### src/rtl/hazard_forward_unit.sv
// hazard_forward_unit
//   Operand forwarding and load-use hazard unit, placed beside the ID/EX register.
//   Forwarding selects are combinational. Load-use stalls last LOAD_LAT cycles.
//   Stalls of more than one cycle are sequenced by a small IDLE/STALL FSM.
//
// Ports
//   clk, rst                 rising-edge clock, asynchronous active-high reset
//   id_rs, id_rt             IF/ID source registers (load-use detection)
//   ex_rs, ex_rt             ID/EX source registers (forwarding)
//   ex_rd, ex_memread        ID/EX destination register and load flag
//   stg_rd, stg_regwrite     per-stage destination/RegWrite; stage k is slice k-1
//   flush                    branch/jump flush, aborts a stall in progress
//   fwd_a, fwd_b             operand source: 0 = register file, k = stage k
//   stall, idex_bubble       front-end freeze / ID/EX control zeroing
//   pc_write, ifid_write     inverse of stall
//   stall_cnt, fwd_cnt       event counters, only when HAZ_STATS_EN is defined
//
// Build option: define HAZ_STATS_EN to add the saturating stall/forward counters.

module hazard_forward_unit #(
    parameter int unsigned REG_AW   = 5,
    parameter int unsigned N_STAGES = 2,
    parameter int unsigned LOAD_LAT = 1,
    parameter int unsigned SEL_W    = 2
) (
    input  logic                         clk,
    input  logic                         rst,
    input  logic [REG_AW-1:0]            id_rs,
    input  logic [REG_AW-1:0]            id_rt,
    input  logic [REG_AW-1:0]            ex_rs,
    input  logic [REG_AW-1:0]            ex_rt,
    input  logic [REG_AW-1:0]            ex_rd,
    input  logic                         ex_memread,
    input  logic [N_STAGES*REG_AW-1:0]   stg_rd,
    input  logic [N_STAGES-1:0]          stg_regwrite,
    input  logic                         flush,
    output logic [SEL_W-1:0]             fwd_a,
    output logic [SEL_W-1:0]             fwd_b,
    output logic                         stall,
    output logic                         pc_write,
    output logic                         ifid_write,
    output logic                         idex_bubble
`ifdef HAZ_STATS_EN
    ,
    output logic [31:0]                  stall_cnt,
    output logic [31:0]                  fwd_cnt
`endif
);

    localparam logic [3:0] LAT_M1    = 4'(LOAD_LAT - 1);
    localparam bit         MULTI_CYC = (LOAD_LAT > 1);

    typedef enum logic {IDLE, STALL} state_t;

    state_t           state_q, state_d;
    logic [3:0]       cnt_q, cnt_d;
    logic [SEL_W-1:0] fwd_a_c, fwd_b_c;
    logic             detect_c;
    logic             stall_c;

    // Forward select: scan furthest to nearest so the nearest matching stage wins.
    always_comb begin
        fwd_a_c = '0;
        fwd_b_c = '0;
        for (int unsigned i = 0; i < N_STAGES; i++) begin
            int unsigned      idx;
            logic [REG_AW-1:0] rd;
            idx = N_STAGES - 1 - i;
            rd  = stg_rd[idx*REG_AW +: REG_AW];
            if (stg_regwrite[idx] && (rd != '0) && (rd == ex_rs)) begin
                fwd_a_c = SEL_W'(idx + 1);
            end
            if (stg_regwrite[idx] && (rd != '0) && (rd == ex_rt)) begin
                fwd_b_c = SEL_W'(idx + 1);
            end
        end
    end

    // Load-use: the instruction in ID reads the register the load in EX writes.
    assign detect_c = ex_memread && (ex_rd != '0) && ((ex_rd == id_rs) || (ex_rd == id_rt));

    // Next state; the FSM is only entered when more than one stall cycle is needed.
    always_comb begin
        state_d = state_q;
        cnt_d   = cnt_q;
        case (state_q)
            IDLE: begin
                if (detect_c && !flush && MULTI_CYC) begin
                    state_d = STALL;
                    cnt_d   = LAT_M1;
                end
            end
            STALL: begin
                cnt_d = cnt_q - 4'd1;
                if (flush || (cnt_q == 4'd1)) begin
                    state_d = IDLE;
                end
            end
            default: begin
                state_d = IDLE;
                cnt_d   = '0;
            end
        endcase
    end

    always_ff @(posedge clk or posedge rst) begin
        if (rst) begin
            state_q <= IDLE;
            cnt_q   <= '0;
        end else begin
            state_q <= state_d;
            cnt_q   <= cnt_d;
        end
    end

    // Stall starts in the detection cycle; reset forces every output to its idle value.
    assign stall_c = !rst && (((state_q == IDLE) && detect_c && !flush) ||
                              ((state_q == STALL) && !flush));

    assign stall       = stall_c;
    assign idex_bubble = stall_c;
    assign pc_write    = !stall_c;
    assign ifid_write  = !stall_c;
    assign fwd_a       = rst ? '0 : fwd_a_c;
    assign fwd_b       = rst ? '0 : fwd_b_c;

`ifdef HAZ_STATS_EN
    logic [31:0] stall_cnt_q, stall_cnt_d;
    logic [31:0] fwd_cnt_q, fwd_cnt_d;

    // Saturating event counters.
    always_comb begin
        stall_cnt_d = stall_cnt_q;
        fwd_cnt_d   = fwd_cnt_q;
        if (stall_c && (stall_cnt_q != 32'hFFFF_FFFF)) begin
            stall_cnt_d = stall_cnt_q + 32'd1;
        end
        if (((fwd_a != '0) || (fwd_b != '0)) && (fwd_cnt_q != 32'hFFFF_FFFF)) begin
            fwd_cnt_d = fwd_cnt_q + 32'd1;
        end
    end

    always_ff @(posedge clk or posedge rst) begin
        if (rst) begin
            stall_cnt_q <= '0;
            fwd_cnt_q   <= '0;
        end else begin
            stall_cnt_q <= stall_cnt_d;
            fwd_cnt_q   <= fwd_cnt_d;
        end
    end

    assign stall_cnt = stall_cnt_q;
    assign fwd_cnt   = fwd_cnt_q;
`endif

endmodule

### config.mk
export PLATFORM = sky130hd
export DESIGN_NAME = hazard_forward_unit
export DESIGN_NICKNAME = d
export VERILOG_FILES = /design/src/rtl/hazard_forward_unit.sv
export SDC_FILE = /design/constraint.sdc
export NUM_CORES = 1
export LEC_CHECK = 0
export ABC_AREA = 1
export CAP_MARGIN = 20
export CORE_MARGIN = 10
export CORE_UTILIZATION = 23
export CTS_CLUSTER_SIZE = 12
export DETAILED_ROUTE_END_ITERATION = 10
export PLACE_DENSITY = 0.57
export SYNTH_ARGS = -nofsm -noshare
export SYNTH_HDL_FRONTEND = slang
export SYNTH_SLANG_ARGS = --single-unit
export TNS_END_PERCENT = 50
### constraint.sdc
create_clock -name clk -period 1.25 [get_ports clk]
set_input_delay 0.1875 -clock clk [delete_from_list [all_inputs] [get_ports clk]]
set_output_delay 0.1875 -clock clk [all_outputs]
set_load 0.1 [all_outputs]
; ---- After elaboration in Yosys (flattened, before gate mapping)
; Index checks and enable logic that the tools add are counted.
[totals]
elab_cells = 40
register_bits = 5
inputBits = 41
[op_classes]
muxes = 8
n_reduce_logical = 21
addsub = 1
n_eq_ne = 7
bitwise = 1
[op_table]
columns = op, n
row1 = == test 5 bit, 6
row2 = nonzero test 5 bit, 3
row3 = logical AND 1 bit, 12
row4 = 2-to-1 mux 2 bit, 6
row5 = == test 4 x 1 -> 1 bit (second input constant), 1
row6 = subtractor 4 x 1 -> 4 bit (second input constant), 1
row7 = zero test 1 bit, 3
row8 = logical OR 1 bit, 3
row9 = 2-to-1 mux 1 bit, 2
row10 = inverter 1 bit, 1

; ---- Longest topological paths before layout
; Gate-level depths: netlist (run 1).
[depth]
word_depth = 8
depth_mapped = 10

; ---- Worst setup path before layout (run 1)
; No wires, ideal clock.
[synth_timing]
path_kind = input to output
start = input stg_rd[0]
end = output fwd_b[0]
slack_ns = -2.241
n_path_buf = 0
stages = 4
arrival_time_ns = 3.303
required_ns = 1.062
cell_sequence = xor2_1 > nor2_1 > nand2_1 > nor4_1
[synth_via]
elab_chain_cells = 5
elab_cells_between_ends = 6
[synth_rtl]
columns = item, line
row1 = start: declaration, 34  ; input logic [N_STAGES*REG_AW-1:0] stg_rd,
row2 = nonzero test 5 bit, 73  ; if (stg_regwrite[idx] && (rd != '0) && (rd == ex_rt)) begin
row3 = logical AND 1 bit, 73
row4 = logical AND 1 bit (*), 73
row5 = 2-to-1 mux 2 bit (*), 73
row6 = 2-to-1 mux 2 bit (*), 125  ; assign fwd_b = rst ? '0 : fwd_b_c;
row7 = end: declaration, 38  ; output logic [SEL_W-1:0] fwd_b,
; Mark *: on every way between the ends. The rest lies on a longest branch, timed or not.

; ---- Worst setup path in the final report (run 1)
[layout_timing]
start = input ex_rt[3]
end = output fwd_b[1]
[layout_via]
elab_chain_cells = 5
elab_cells_between_ends = 7
[layout_rtl]
columns = item, line
row1 = start: declaration, 31  ; input logic [REG_AW-1:0] ex_rt,
row2 = == test 5 bit, 73
row3 = logical AND 1 bit, 73
row4 = 2-to-1 mux 2 bit, 73
row5 = 2-to-1 mux 2 bit (*), 73
row6 = 2-to-1 mux 2 bit (*), 125
; Marked as above.

==> impl_metrics.yaml, run 1 <==
place:
  hpwl_mm: 2.572
  finalWeightedCongestion: 0.7765
  port_buffers: 48
  numPlacedInstances: 236
sta:
  finalWorstSetupSlack_ps: -171.3
  maxSlewViolCount: 0
  share_of_the_cycle_needed_by_the_critical_path_after_routing: 1.137
  hold_violations: 0
  setup_total_negative_slack_ps: -900.5
  rsz0062_at_grt: "true"
  setup_viol: 8
  timing_worst_slew_pin_value_ps: 261.4
  period_minus_slack_ps: 1421
  timing.slew.headroom: 0.8244
  fmaxAchievable_mhz: 703.6
  fin_worst_skew_ps: 0.4872
global_route:
  grt_pass1_wl_mm: 5.257
  antenna_found_initial: 0
  first_global_vias: 1143
  groute.usage.overall: 0.1029
  grt_max_degree: 6
  grt_overflow_total: 0
route:
  antenna_left: 0
  remaining_drc_errors: 0
  drt-total-wl_mm: 3.159
  detailedRoute.firstPassIterationCount: 4
  drt_first_iter_violations: 19
  via_per_inst: 4.285
  wire_per_inst_um: 12.84
  route.vias.total: 1054
clock_network:
  number_of_cts_inserted_buffers: 3
  clk_pin_slew_worst_paths_ps: 40
  clkLatencyLatePin_ps: 240
  clock_tree.htree_level_count: 1
  clock_path_buffers: 2
  cts_root_buffer: "sky130_fd_sc_hd__clkbuf_4"
  cts_tree: "built"
  numClockSinks: 5
critical_path:
  start_kind: "input port"
  critical_path_class: "in2out"
  rrSetupSlack_ps: 140
  r2r_start: "state_q"
  crit_fanout: 3
  worst-r2r-cell-count: 4
  timing.critical_path.arrival_ps: 1230
  worstSetupEndpoint: "fwd_b[1]"
  cp.required_ps: 1060
  timing.rr.end: "cnt_q[3]"
  startpoint: "ex_rt[3]"
  worstSetupEndpointType: "output pin"
layout:
  antennaDiodeCount: 0
  mostFrequentLayoutCells: "27 x sky130_fd_sc_hd__nand2_1, 14 x sky130_fd_sc_hd__buf_6, 12 x sky130_fd_sc_hd__inv_1, 12 x sky130_fd_sc_hd__buf_4"
  fillCellCount: 346
  multi_input_comb_area_um2: 772.0
  sequential_cell_area_um2: 125.1
  fin_util: 0.5212
  layout.cells.most_common: "sky130_fd_sc_hd__nand2_1"
  drive_gt1_frac: 0.5650
  areaGrowthSynthToFinish_pct: 119.2
  finish.cell_count_without_fillers: 246
  finalNetCount: 244
logic_synthesis:
  yosysSeqAreaShare: 0.1577
  yosys.area.top_type_share: 0.1751
  synth_nets: 177
  synth_seq_cells: 5
  gate_count_post_synth: 134
  avgSynthCellArea_um2: 5.920
  synth_area_leader_cell: "sky130_fd_sc_hd__nand2_1"
  netlist-cell-type-count: 22
  yosys_warnings: 0
  synth_area_leaders: "sky130_fd_sc_hd__nand2_1 18%, sky130_fd_sc_hd__dfrtp_1 16%, sky130_fd_sc_hd__inv_1 11%"
  mappedNetlistArea_um2: 793.3
floorplanning:
  fp.dieH_um: 78.73
  rows: 21
  boundaryPins: 49
  fp.dieArea_um2: 6198
  initial_utilization: 0.2377
  dieWidth_um: 78.73
  core-area_um2: 3337
run:
  maxCapViolations: 0
outcome:
  result_of_the_run: "complete, but fails checks"
  failed_checks: "negative setup slack"
hold_path:
  hold_path_class: "in2async"
pwr:
  power.total_uw: 885.0
  power_density_nw_per_um2: 508.8
  leakage_uw: 0.0008565
  vdd.ir_drop.worst_uv: 776.6
## flip-flops by register name, summed over array words and instances, names as in the netlist
name,flops
cnt_q,4
state_q,1
## synth_stat cells
cell and count:
sky130_fd_sc_hd__a211oi_1 2, sky130_fd_sc_hd__a21oi_1 2, sky130_fd_sc_hd__a21oi_2 1, sky130_fd_sc_hd__buf_4 2, sky130_fd_sc_hd__dfrtp_1 5, sky130_fd_sc_hd__ha_1 2, sky130_fd_sc_hd__inv_1 24, sky130_fd_sc_hd__inv_2 2
sky130_fd_sc_hd__nand2_1 37, sky130_fd_sc_hd__nand2_2 1, sky130_fd_sc_hd__nand3_1 5, sky130_fd_sc_hd__nand3_2 1, sky130_fd_sc_hd__nand4_1 2, sky130_fd_sc_hd__nor2_1 17, sky130_fd_sc_hd__nor3_1 3, sky130_fd_sc_hd__nor4_1 1
sky130_fd_sc_hd__nor4_2 1, sky130_fd_sc_hd__o21ai_0 3, sky130_fd_sc_hd__o22ai_1 2, sky130_fd_sc_hd__or2_2 2, sky130_fd_sc_hd__xnor2_1 9, sky130_fd_sc_hd__xor2_1 10
## power by group
part	total, µW	internal (µW)	switching [µW]
sequential	210	182	28.4
combinational	485	253	232
clock	190	121	69.2
## area by class of cell
class | instances | share of cell area
flip-flops and latches | 5 | 0.07194
repair buffers | 64 | 0.3748
well taps | 46 | 0.03309
multi-input cells | 101 | 0.4439
inverters | 26 | 0.06115
clock buffers | 4 | 0.01511
## per-stage QoR
step / worst slack [ps] / hold slack (ps) / cell area [µm²]
after floorplan: -451.3 / -50.04 / 914.6
after global routing: -239.4 / 505.8 / 1739
after CTS: -216.9 / 111.3 / 1624
after detailed placement: -660.2 / 496.0 / 1580
after global placement: -598.1 / 461.0 / 1580
final: -171.3 / 496.3 / 1739
## worst min path at each step
stage                    end  slack [ps]  depth (start not counted)
CTS                  state_q         110                          3
detailed placement  cnt_q[3]         500                          1
global route         state_q         510                          4
floorplan           cnt_q[0]         -50                          1
global placement    cnt_q[3]         460                          1
finish              cnt_q[0]         500                          4
## cells by family (layout without fill, tap and decap cells)
| family | count (synthesis) | count (layout) | synth area share |
|---|---|---|---|
| compound gates | 10 | 10 | 0.07728 |
| xor+xnor | 19 | 19 | 0.2098 |
| fa+ha+maj | 2 | 2 | 0.03154 |
| buf+inv | 28 | 94 | 0.1420 |
| flops | 5 | 5 | 0.1577 |
| simple gates | 70 | 70 | 0.3817 |
## worst max-delay path, stage by stage
cell,delay [ps]
sky130_fd_sc_hd__clkdlybuf4s15_2,240
sky130_fd_sc_hd__nand2_1,90
sky130_fd_sc_hd__nand2_1,70
sky130_fd_sc_hd__a211oi_2,220
sky130_fd_sc_hd__nand2_1,120
sky130_fd_sc_hd__nor2_4,120
sky130_fd_sc_hd__buf_12,180
## what timing repair did
item,in CTS,in global routing
endpoints found under the hold margin,0,5
buffers inserted,4,1
resized for setup,139,74
pin swaps,37,40
hold buffers,0,1
setup endpoints to repair,8,9
## routing by layer
| metal | share of wire | global-route usage |
|---|---|---|
| met5 | 0 | 0 |
| met4 | 0.0022 | 0.01075 |
| met3 | 0.072 | 0.03491 |
| met2 | 0.48 | 0.1743 |
| met1 | 0.44 | 0.1269 |
Power figures use the tool's default switching activity.
==> run 2, diff against run 1 <==
- RECOVER_POWER: not set -> 25
==> run 2 against run 1 <==
Against the previous run: sequential power hardly changed; highest routed layer unchanged; via count did not move; global-route usage did not move; the flow still finishes with violations (negative setup slack); clock power about the same; final cell count stayed put; setup slack hardly changed; register-to-register slack about the same; combinational power about the same; power fell by 0.23%; count of clock-buffer cells in the layout unchanged; core utilization shrank 0.15 points.
==> impl_metrics.yaml, run 2 (same netlist as run 1, synthesis figures left out) <==
global_route:
  grt_pass1_wl_mm: 5.257
  groute.usage.overall: 0.1029
  grt_overflow_total: 0
  grt_max_degree: 6
  first_global_vias: 1143
  antenna_found_initial: 0
critical_path:
  timing.critical_path.arrival_ps: 1230
  cp.required_ps: 1060
  worstSetupEndpointType: "output pin"
  crit_fanout: 3
  worst-r2r-cell-count: 4
  critical_path_class: "in2out"
  start_kind: "input port"
layout:
  layout.cells.most_common: "sky130_fd_sc_hd__nand2_1"
  fillCellCount: 349
  areaGrowthSynthToFinish_pct: 118.6
  finalNetCount: 244
  multi_input_comb_area_um2: 772.0
  register_name_with_the_most_flops: "cnt_q"
  drive_gt1_frac: 0.5550
  mostFrequentLayoutCells: "27 x sky130_fd_sc_hd__nand2_1, 14 x sky130_fd_sc_hd__buf_6, 12 x sky130_fd_sc_hd__inv_1"
  fin_util: 0.5197
  sequential_cell_area_um2: 125.1
  antennaDiodeCount: 0
  layout_top_registers: "cnt_q x4, state_q x1"
  largest_register_ffs: 4
route:
  length_of_routed_met2_wiring_mm: 1.530
  wire_per_inst_um: 12.83
  detailedRoute.firstPassIterationCount: 4
  drt_first_iter_violations: 19
  highest_routed_metal_layer: "met4"
  via_per_inst: 4.285
  route.vias.total: 1054
  remaining_drc_errors: 0
  drt-total-wl_mm: 3.155
  met3_length_um: 227
  wl_met1_mm: 1.390
  antenna_left: 0
pwr:
  leakage_uw: 0.0008499
  power.share.combinational: 0.547
  power_switching_uw: 329.0
  seq_power_share: 0.238
  share_clk_of_total_power: 0.215
  switching_share: 0.3727
  power_density_nw_per_um2: 509.1
  vdd.ir_drop.worst_uv: 776.6
  internal_power_component_uw: 553.9
floorplanning:
  dieWidth_um: 78.73
  fp.dieH_um: 78.73
  boundaryPins: 49
  core-area_um2: 3337
  rows: 21
  fp.dieArea_um2: 6198
  initial_utilization: 0.2377
clock_network:
  clock_path_buffers: 2
  numClockSinks: 5
  cts_root_buffer: "sky130_fd_sc_hd__clkbuf_4"
  clock_tree.htree_level_count: 1
  clk_pin_slew_worst_paths_ps: 40
  cts_tree: "built"
  number_of_cts_inserted_buffers: 3
  clkLatencyLatePin_ps: 240
hold_path:
  hold-path-cell-count: 1
  hold_path_class: "reg2reg"
place:
  hpwl_mm: 2.572
  finalWeightedCongestion: 0.7765
  detailedPlace.worstSlack_ps: -660.2
  port_buffers: 48
sta:
  rsz0062_at_grt: "true"
  fin_worst_skew_ps: 0.4872
  period_minus_slack_ps: 1421
  share_of_the_cycle_needed_by_the_critical_path_after_routing: 1.137
  timing.slew.headroom: 0.8244
  maxSlewViolCount: 0
  finalWorstSetupSlack_ps: -171.3
  timing_worst_slew_pin_value_ps: 261.4
  setup_viol: 8
  fmaxAchievable_mhz: 703.6
  hold_violations: 0
outcome:
  result_of_the_run: "complete, but fails checks"
  failed_checks: "negative setup slack"
run:
  maxCapViolations: 0
[run 2: cell types whose count changed in the layout (fill, tap and decap cells not counted), sizes merged]
| cell | change |
|---|---|
| buf | -1 |
| clkbuf | +1 |
[run 2: final timing paths]
kind | startpoint | to | slack (ps)
hold / removal | cnt_q[3] | cnt_q[3] | 510
max in group asynchronous | rst | cnt_q[1] | 480
setup / recovery | ex_rt[3] | fwd_b[1] | -170
hold reg to reg | cnt_q[3] | cnt_q[3] | 510
setup reg to reg | state_q | cnt_q[3] | 140
min in group asynchronous | rst | cnt_q[0] | 560
[run 2: routing by layer]
metal | vias to the layer above | GRT usage
met5 | - | 0
met4 | 0 | 0.01075
met3 | 4 | 0.03491
met2 | 42 | 0.1743
met1 | 466 | 0.1269
li1 | 542 | -
[run 2: through the flow]
step           power [µW]  instances  cell area (µm²)  hold slack [ps]  TNS [ps]
5_1_grt             957.5        246             1734            547.5     -1451
2_1_floorplan       404.7        134            914.6           -50.04     -1862
4_1_cts             837.7        244             1624            111.3     -1404
3_3_place_gp        632.7        236             1580            461.0     -4540
6_report            882.9        246             1734            506.3    -900.5
3_5_place_dp        641.3        236             1580            496.0     -4752
[run 2: worst max-delay path, cell delays in order]
cell	delay (ps)
sky130_fd_sc_hd__clkdlybuf4s15_2	240
sky130_fd_sc_hd__nand2_1	90
sky130_fd_sc_hd__nand2_1	70
sky130_fd_sc_hd__a211oi_2	220
sky130_fd_sc_hd__nand2_1	120
sky130_fd_sc_hd__nor2_4	120
sky130_fd_sc_hd__buf_12	180
[run 2: cell type report]
| type | instances | share of cell area |
|---|---|---|
| inverters | 26 | 0.06133 |
| well taps | 46 | 0.03319 |
| flip-flops and latches | 5 | 0.07215 |
| multi-input cells | 101 | 0.4452 |
| repair buffers | 64 | 0.3730 |
| clock buffers | 4 | 0.01515 |
[run 2: repair_timing]
item | 4_1_cts | 5_1_grt
hold buffers | 0 | 1
gates resized for setup | 139 | 74
setup endpoints to repair | 8 | 9
endpoints found under the hold margin | 0 | 5
pin swaps | 37 | 40
buffers inserted | 4 | 1
[run 2: power groups by stage]
stage | combinational [µW] | sequential, µW | clock (µW)
6_report | 483 | 210 | 190
4_1_cts | 433 | 204 | 201
5_1_grt | 530 | 213 | 214
3_3_place_gp | 428 | 205 | 0
2_1_floorplan | 204 | 201 | 0
3_5_place_dp | 434 | 207 | 0
